==> config.mk <==
export PLATFORM = sky130hd
export DESIGN_NAME = nivel_comida_ctrl
export DESIGN_NICKNAME = d
export VERILOG_FILES = /design/src/rtl/comida_pkg.sv /design/src/rtl/tick_prescaler.sv /design/src/rtl/nivel_comida_ctrl.sv
export SDC_FILE = /design/constraint.sdc
export NUM_CORES = 1
export LEC_CHECK = 0
export CORE_ASPECT_RATIO = 0.7
export CORE_MARGIN = 4
export CORE_UTILIZATION = 50
export CTS_CLUSTER_DIAMETER = 40
export DETAILED_ROUTE_END_ITERATION = 16
export PLACE_DENSITY = 0.8
export SYNTH_ARGS = -nofsm -noshare
export SYNTH_HDL_FRONTEND = slang
export SYNTH_HIERARCHICAL = 1
export SYNTH_SLANG_ARGS = --single-unit
==> constraint.sdc <==
create_clock -name clk -period 3.3 [get_ports clk]
set_input_delay 0.99 -clock clk [delete_from_list [all_inputs] [get_ports clk]]
set_output_delay 0.99 -clock clk [all_outputs]
set_load 0.02 [all_outputs]
==> src/rtl/comida_pkg.sv <==
// Shared definitions for the food-level controller: FSM state codes and level limits.
package comida_pkg;

    typedef enum logic [1:0] {
        ST_NORMAL  = 2'd0,
        ST_FEEDING = 2'd1,
        ST_EMPTY   = 2'd2
    } estado_t;

    localparam logic [1:0] NIVEL_MAX = 2'd3;
    localparam logic [1:0] NIVEL_MIN = 2'd0;

endpackage

==> src/rtl/tick_prescaler.sv <==
// Free-running divider producing a one-cycle Tick every TICK_DIV clk cycles.
// The Tick is registered, so it appears in the cycle after the count reaches TICK_DIV-1.
module tick_prescaler #(
    parameter int TICK_DIV = 50_000_000
) (
    input  logic clk,
    input  logic reset,
    output logic Tick
);

    localparam int CW = $clog2(TICK_DIV + 1);
    localparam logic [CW-1:0] CNT_LAST = CW'(TICK_DIV - 1);

    logic [CW-1:0] cnt_reg;
    logic          tick_reg;

    always_ff @(posedge clk or negedge reset) begin
        if (!reset) begin
            cnt_reg  <= '0;
            tick_reg <= 1'b0;
        end else begin
            tick_reg <= (cnt_reg == CNT_LAST);
            cnt_reg  <= (cnt_reg == CNT_LAST) ? '0 : cnt_reg + CW'(1);
        end
    end

    assign Tick = tick_reg;

endmodule

==> src/rtl/nivel_comida_ctrl.sv <==
// Food-level controller: decays the 2-bit level on the time base, refills it while eating.
// Optional macro SLEEP_DECAY_EN adds input Dormido, which halves the decay rate while asleep.
module nivel_comida_ctrl
    import comida_pkg::*;
#(
    parameter int TICK_DIV    = 50_000_000,
    parameter int DECAY_TICKS = 30,
    parameter int FEED_TICKS  = 2,
    parameter int INIT_LEVEL  = 3
) (
    input  logic       clk,
    input  logic       reset,
    input  logic       Comiendo,
`ifdef SLEEP_DECAY_EN
    input  logic       Dormido,
`endif
    output logic [1:0] Nivel_Comida,
    output logic       Cambio_Nivel,
    output logic       Tick,
    output logic [1:0] Estado
);

    localparam int DW = $clog2(DECAY_TICKS + 1);
    localparam int FW = $clog2(FEED_TICKS + 1);
    localparam logic [DW-1:0] DECAY_LAST = DW'(DECAY_TICKS - 1);
    localparam logic [FW-1:0] FEED_LAST  = FW'(FEED_TICKS - 1);

    estado_t       state_reg, state_next;
    logic [1:0]    level_reg, level_next;
    logic [DW-1:0] dcnt_reg, dcnt_next;
    logic [FW-1:0] fcnt_reg, fcnt_next;
    logic          cambio_reg;
    logic          tick;
    logic          decay_step;

    tick_prescaler #(.TICK_DIV(TICK_DIV)) u_prescaler (
        .clk   (clk),
        .reset (reset),
        .Tick  (tick)
    );

`ifdef SLEEP_DECAY_EN
    // While asleep, only every second tick counts towards decay.
    logic half_reg, half_next;

    always_comb begin
        half_next = half_reg;
        if (!Dormido || state_reg != ST_NORMAL) begin
            half_next = 1'b0;
        end else if (tick && !Comiendo) begin
            half_next = ~half_reg;
        end
    end

    always_ff @(posedge clk or negedge reset) begin
        if (!reset) half_reg <= 1'b0;
        else        half_reg <= half_next;
    end

    assign decay_step = tick && (!Dormido || half_reg);
`else
    assign decay_step = tick;
`endif

    always_comb begin
        state_next = state_reg;
        level_next = level_reg;
        dcnt_next  = dcnt_reg;
        fcnt_next  = fcnt_reg;
        case (state_reg)
            ST_NORMAL: begin
                // Eating takes priority over a coincident decay step; a full pet freezes decay.
                if (Comiendo) begin
                    if (level_reg != NIVEL_MAX) begin
                        state_next = ST_FEEDING;
                        fcnt_next  = '0;
                    end
                end else if (level_reg == NIVEL_MIN) begin
                    state_next = ST_EMPTY;
                end else if (decay_step) begin
                    if (dcnt_reg == DECAY_LAST) begin
                        dcnt_next  = '0;
                        level_next = level_reg - 2'd1;
                        if (level_next == NIVEL_MIN) state_next = ST_EMPTY;
                    end else begin
                        dcnt_next = dcnt_reg + DW'(1);
                    end
                end
            end
            ST_FEEDING: begin
                if (!Comiendo) begin
                    state_next = ST_NORMAL;
                    dcnt_next  = '0;
                end else if (tick) begin
                    if (fcnt_reg == FEED_LAST) begin
                        fcnt_next = '0;
                        if (level_reg != NIVEL_MAX) level_next = level_reg + 2'd1;
                        if (level_next == NIVEL_MAX) begin
                            state_next = ST_NORMAL;
                            dcnt_next  = '0;
                        end
                    end else begin
                        fcnt_next = fcnt_reg + FW'(1);
                    end
                end
            end
            ST_EMPTY: begin
                level_next = NIVEL_MIN;
                if (Comiendo) begin
                    state_next = ST_FEEDING;
                    fcnt_next  = '0;
                end
            end
            default: begin
                state_next = ST_NORMAL;
                dcnt_next  = '0;
            end
        endcase
    end

    always_ff @(posedge clk or negedge reset) begin
        if (!reset) begin
            state_reg  <= ST_NORMAL;
            level_reg  <= 2'(INIT_LEVEL);
            dcnt_reg   <= '0;
            fcnt_reg   <= '0;
            cambio_reg <= 1'b0;
        end else begin
            state_reg  <= state_next;
            level_reg  <= level_next;
            dcnt_reg   <= dcnt_next;
            fcnt_reg   <= fcnt_next;
            cambio_reg <= (level_next != level_reg);
        end
    end

    assign Nivel_Comida = level_reg;
    assign Cambio_Nivel = cambio_reg;
    assign Tick         = tick;
    assign Estado       = state_reg;

endmodule
# Word-level counts from Yosys, hierarchy flattened
# Cells that the tools add are included.
dict set report word_totals {
  register_bits 39
  input_bits 3
  output_inout_bits 6
  elab_cells 85
}
dict set report op_classes {
  add_sub_neg 5
  eq_ne 23
  n_mux 42
  bitwise_logic 1
  reduce_logical 7
}
# operator count
set ops {}
lappend ops {{2-bit two-way mux} 29}
lappend ops {{5-bit two-way mux} 8}
lappend ops {{26-bit by 1-bit adder with 26-bit output, second input constant} 1}
lappend ops {{26-bit equality test, second input constant} 1}
lappend ops {{26-bit two-way mux} 1}
lappend ops {{2-bit one-hot mux with 3 select lines} 3}
lappend ops {{5-bit one-hot mux with 3 select lines} 1}
lappend ops {{2-bit inequality test, second input constant} 7}
lappend ops {{3-bit inequality test, second input constant} 3}
lappend ops {{4-bit inequality test, second input constant} 2}
lappend ops {{8-bit AND reduction} 1}
lappend ops {{7-bit AND reduction} 1}
lappend ops {{2-bit zero test} 3}
lappend ops {{6-bit AND reduction} 1}
lappend ops {{5-bit by 1-bit adder with 5-bit output, second input constant} 1}
lappend ops {{5-bit equality test, second input constant} 1}
lappend ops {{2-bit by 1-bit adder with 2-bit output, second input constant} 2}
lappend ops {{2-bit by 1-bit equality test with 1-bit output, second input constant} 2}
lappend ops {{2-bit equality test, second input constant} 2}
lappend ops {{2-bit by 1-bit inequality test with 1-bit output, second input constant} 2}
lappend ops {{4-bit by 3-bit inequality test with 1-bit output, second input constant} 1}
lappend ops {{3-bit by 2-bit inequality test with 1-bit output, second input constant} 1}
lappend ops {{3-bit nonzero test} 1}
lappend ops {{2-bit inequality test} 1}
lappend ops {{other kinds (2)} 2}

# Longest topological paths before layout
dict set report logic_depth {
  depth_word 12
  depth_mapped 8
  depth_no_buf 6
}

# By module
# Netlist, hierarchy kept.
# module n_inst cells_per_inst area_per_inst_um2 seq_area_each_um2
set by_module_without_submodules {}
lappend by_module_without_submodules {tick_prescaler 1 133 1363.8 675.6}
lappend by_module_without_submodules {nivel_comida_ctrl 1 87 875.8 302.8}

# Worst setup path after synthesis
# No wires, ideal clock.
dict set report synth_timing {
  path_type {input to register}
  startpoint {in Comiendo}
  endpoint {reg cambio_reg, in the netlist Cambio_Nivel}
  setup_time_ps 126
  t_arrival_ps 1790
  required_time_ps 3174
  path_slack_ps 1384
  stages 5
  path_buffers 1
  path_cell_list {inv_1 -> and3_4 -> buf_6 -> a32o_1 -> a311o_1}
}
dict set report synth_between {
  elab_chain_cells 3
  elab_cells_between_ends 4
  cone_classes {eq/ne (1); mux (3)}
}
# element line_no
set synth_rtl {}
lappend synth_rtl {{start: declaration} nivel_comida_ctrl.sv:13} ;# input logic Comiendo,
lappend synth_rtl {{2-bit two-way mux, on equally long branches} {nivel_comida_ctrl.sv:91, nivel_comida_ctrl.sv:73}}
lappend synth_rtl {{2-bit one-hot mux with 3 select lines *} nivel_comida_ctrl.sv:70} ;# case (state_reg)
lappend synth_rtl {{2-bit inequality test *} nivel_comida_ctrl.sv:133} ;# cambio_reg <= (level_next != level_reg);
lappend synth_rtl {{end signal: assignment} nivel_comida_ctrl.sv:133}
lappend synth_rtl {{end: declaration} nivel_comida_ctrl.sv:32} ;# logic cambio_reg;
# Every way passes the cells marked *; elsewhere a longest branch is shown, timed or not.
# A chain may end at the register's enable or synchronous reset.

# Worst setup path in the final report
dict set report layout_timing {
  startpoint {reg state_reg[0], in the netlist Estado[0]}
  endpoint {out Estado[0]}
}
# element line_no
set layout_rtl {}
lappend layout_rtl {{start: declaration} nivel_comida_ctrl.sv:28} ;# estado_t state_reg, state_next;
lappend layout_rtl {{start signal: assignment} nivel_comida_ctrl.sv:129} ;# state_reg <= state_next;
lappend layout_rtl {{end: declaration} nivel_comida_ctrl.sv:20} ;# output logic [1:0] Estado
# No word-level cell between the ends.

==> run metrics <==
GRT Util Overall ~17%; period utilization just over 80%; proportion of layout cells with a drive suffix above 1 10.6%; clock sink total 39; Detailed Routing Iterations Pass 1 4; drt wl/cell 15.4 um; Final ANT Viol Nets 0; DR iter-0 viols between 100 and 150; max reg flops 26; synthesized area per cell around 10 um^2; Setup violations, final 0; Skew-Pair Late Insertion Delay 0.29 ns; pwr dens 381 nW/um^2; Max Fclk approximately 370 MHz; Setup TNS 0 ns; vias about 1700; clock skew 0.0169 ns; CORE AREA about 4300 um^2; Final Hold Fails 0; clk buf depth 2; Min-Delay Path Class flip-flop to flip-flop; area delta synth->final 8.44%; Starting Density 51.7%; die footprint approximately 5600 um^2; post-synth cell types 54; Die W roughly 90 um; slowest stage delay, CP roughly 0.71 ns; row cnt 20; routed wire length approximately 4400 um; Net Count, Synth around 230; vias per cell 5.92; data required time at the worst endpoint between 2 and 2.5 ns; TritonCTS Buffers 5; final HPWL from detailed placement slightly above 3000 um; Max FO, Critical Path 18; MaxCap Viol Count 0; crit end category output pin; global route overflow 0; Slew @ Worst Pin 0.857 ns; Leakage 0.982 nW; Buf/Inv on CP 1; maximum VDD drop ~290 uV; largest net degree at the start of global routing 40; ys flop type dfrtp_1; CP Class flip-flop to output pin; cell family with most CP delay buffers and inverters; CP max-delay cell clkdlybuf4s50_1; CTS tree yes; hold_buf cts 0; number of global-route vias before repair 1612; status finished clean; ant diodes 0; Routability Congestion approximately 0.84; port bufs 8; critical path arrival roughly 1.7 ns; fillers a little under 400; Ys Warns 6; Worst-path clk slew about 0.090 ns; Worst setup SP type flip-flop; CTS root buffer clkbuf_8; post-CTS setup buffers 0; cell area after synthesis 2240 um^2; cts repair resizes 0; Nets 237; first-pass GRT wire length 7690 um; CP cell instances clkdlybuf4s50_1; Seq/Total Area, Yosys 43.7%; initial antenna violation count 0; fraction of registers with async set/reset between 90% and 100%; Post-synth EDFFs 0; DRC errors left 0; DIE HEIGHT 64.0 um; top-level I/O count 9; post-synthesis cell count 220; CTS H-tree lvls 2; RSZ-0062 raised after global routing no; hold_ws 0.485 ns; Final Max Slew Viols 0; fin crit period between 2 and 3 ns; Synth Register Bits 39; Worst slew margin 42.9%
## power breakdown
group	switching, mW	total, mW	internal (mW)
clock	0.172	0.397	0.225
sequential	0.00762	0.487	0.479
combinational	0.0254	0.0403	0.0149
total	0.205	0.925	0.720
## synthesized netlist by cell type, types with 2 or more instances
master	instances	share of area, %
dfrtp_1	37	41
nand3_1	14	3.1
mux2i_1	6	2.7
or4_1	4	1.3
or3_1	3	0.84
nand2_1	8	1.3
xor2_1	6	2.3
a21oi_1	16	3.6
nor4_1	4	1.1
xnor2_1	11	4.3
inv_1	10	1.7
a22o_1	2	0.78
dfstp_2	2	2.3
buf_4	2	0.67
o31ai_1	4	1.3
nand4_1	9	2.5
and2_1	2	0.56
nor3_1	6	1.3
and4_1	3	1.2
o21ai_0	7	1.6
buf_6	3	1.5
and3_1	6	1.7
nor2_1	13	2.2
a311oi_1	3	1.2
ha_1	8	4.5
buf_2	3	0.67
## through the flow
step	util, %	power [mW]	setup slack (ns)	cells	cell area, um^2
after detailed placement	53.5	0.537	0.698	274	2320
final	56.1	0.925	0.617	282	2430
after CTS	56.1	0.936	0.608	282	2430
after global placement	53.5	0.537	0.750	274	2320
after floorplan	-	0.519	1.38	220	2240
after global routing	56.1	0.965	0.525	282	2430
## metal layers
metal,wire [um],track usage [%],vias to the layer above
met3,166,4.90,7
met1,2280,25.6,818
li1,-,-,821
met5,0,0,-
met4,46,5.56,0
met2,1860,24.1,23
## worst reg2reg max path, stage by stage, from the launching register on
cell and delay, ns:
dfstp_2 0.59, inv_1 0.11, ha_1 0.29, nor4b_2 0.35, nor3b_2 0.37, nand4_1 0.14, mux2i_1 0.13
## cells by family (layout without fill, tap and decap cells)
kind of cell	after synthesis	after routing	share of synthesized area [%]
AO/OA/AOI/OAI	41	41	12.1
XOR/XNOR	17	17	6.65
adder cells (fa/ha/maj)	8	8	4.47
buffers and inverters	19	26	4.69
flip-flops	39	39	43.7
multiplexers	7	7	3.18
AND/OR/NAND/NOR	89	89	25.2
## final timing paths
check                                 from                endpoint  slack (ns)  cells past startpoint
min reg2reg                    dcnt_reg[4]             dcnt_reg[4]        0.49                      1
min                            dcnt_reg[4]             dcnt_reg[4]        0.49                      1
max in group asynchronous            reset             dcnt_reg[2]        1.95                      1
min in group asynchronous            reset  u_prescaler/cnt_reg[7]        0.81                      1
max                              Estado[0]               Estado[0]        0.62                      1
max reg2reg                Nivel_Comida[0]             dcnt_reg[3]        1.24                      6
## cell type report
type | count | area [um^2] | share of cell area (%)
well taps | 55 | 68.8 | 2.83
repair buffers | 8 | 75.1 | 3.09
flip-flops and latches | 39 | 978 | 40.3
inverters | 10 | 37.5 | 1.55
clock inverters | 3 | 43.8 | 1.80
multi-input cells | 162 | 1160 | 47.6
clock buffers | 5 | 68.8 | 2.83
## layout by cell type (no fill, tap or decap), types with 4 or more instances in the layout
cell and instances:
dfrtp_1 37, a21oi_1 16, nand3_1 14, nor2_1 13, xnor2_1 11, inv_1 10, nand4_1 9, nand2_1 8
ha_1 8, o21ai_0 7, clkdlybuf4s50_1 7, mux2i_1 6, nor3_1 6, xor2_1 6, and3_1 6, clkbuf_8 5
o31ai_1 4, or4_1 4, nor4_1 4
No activity file was read; power rests on OpenSTA's default activity.
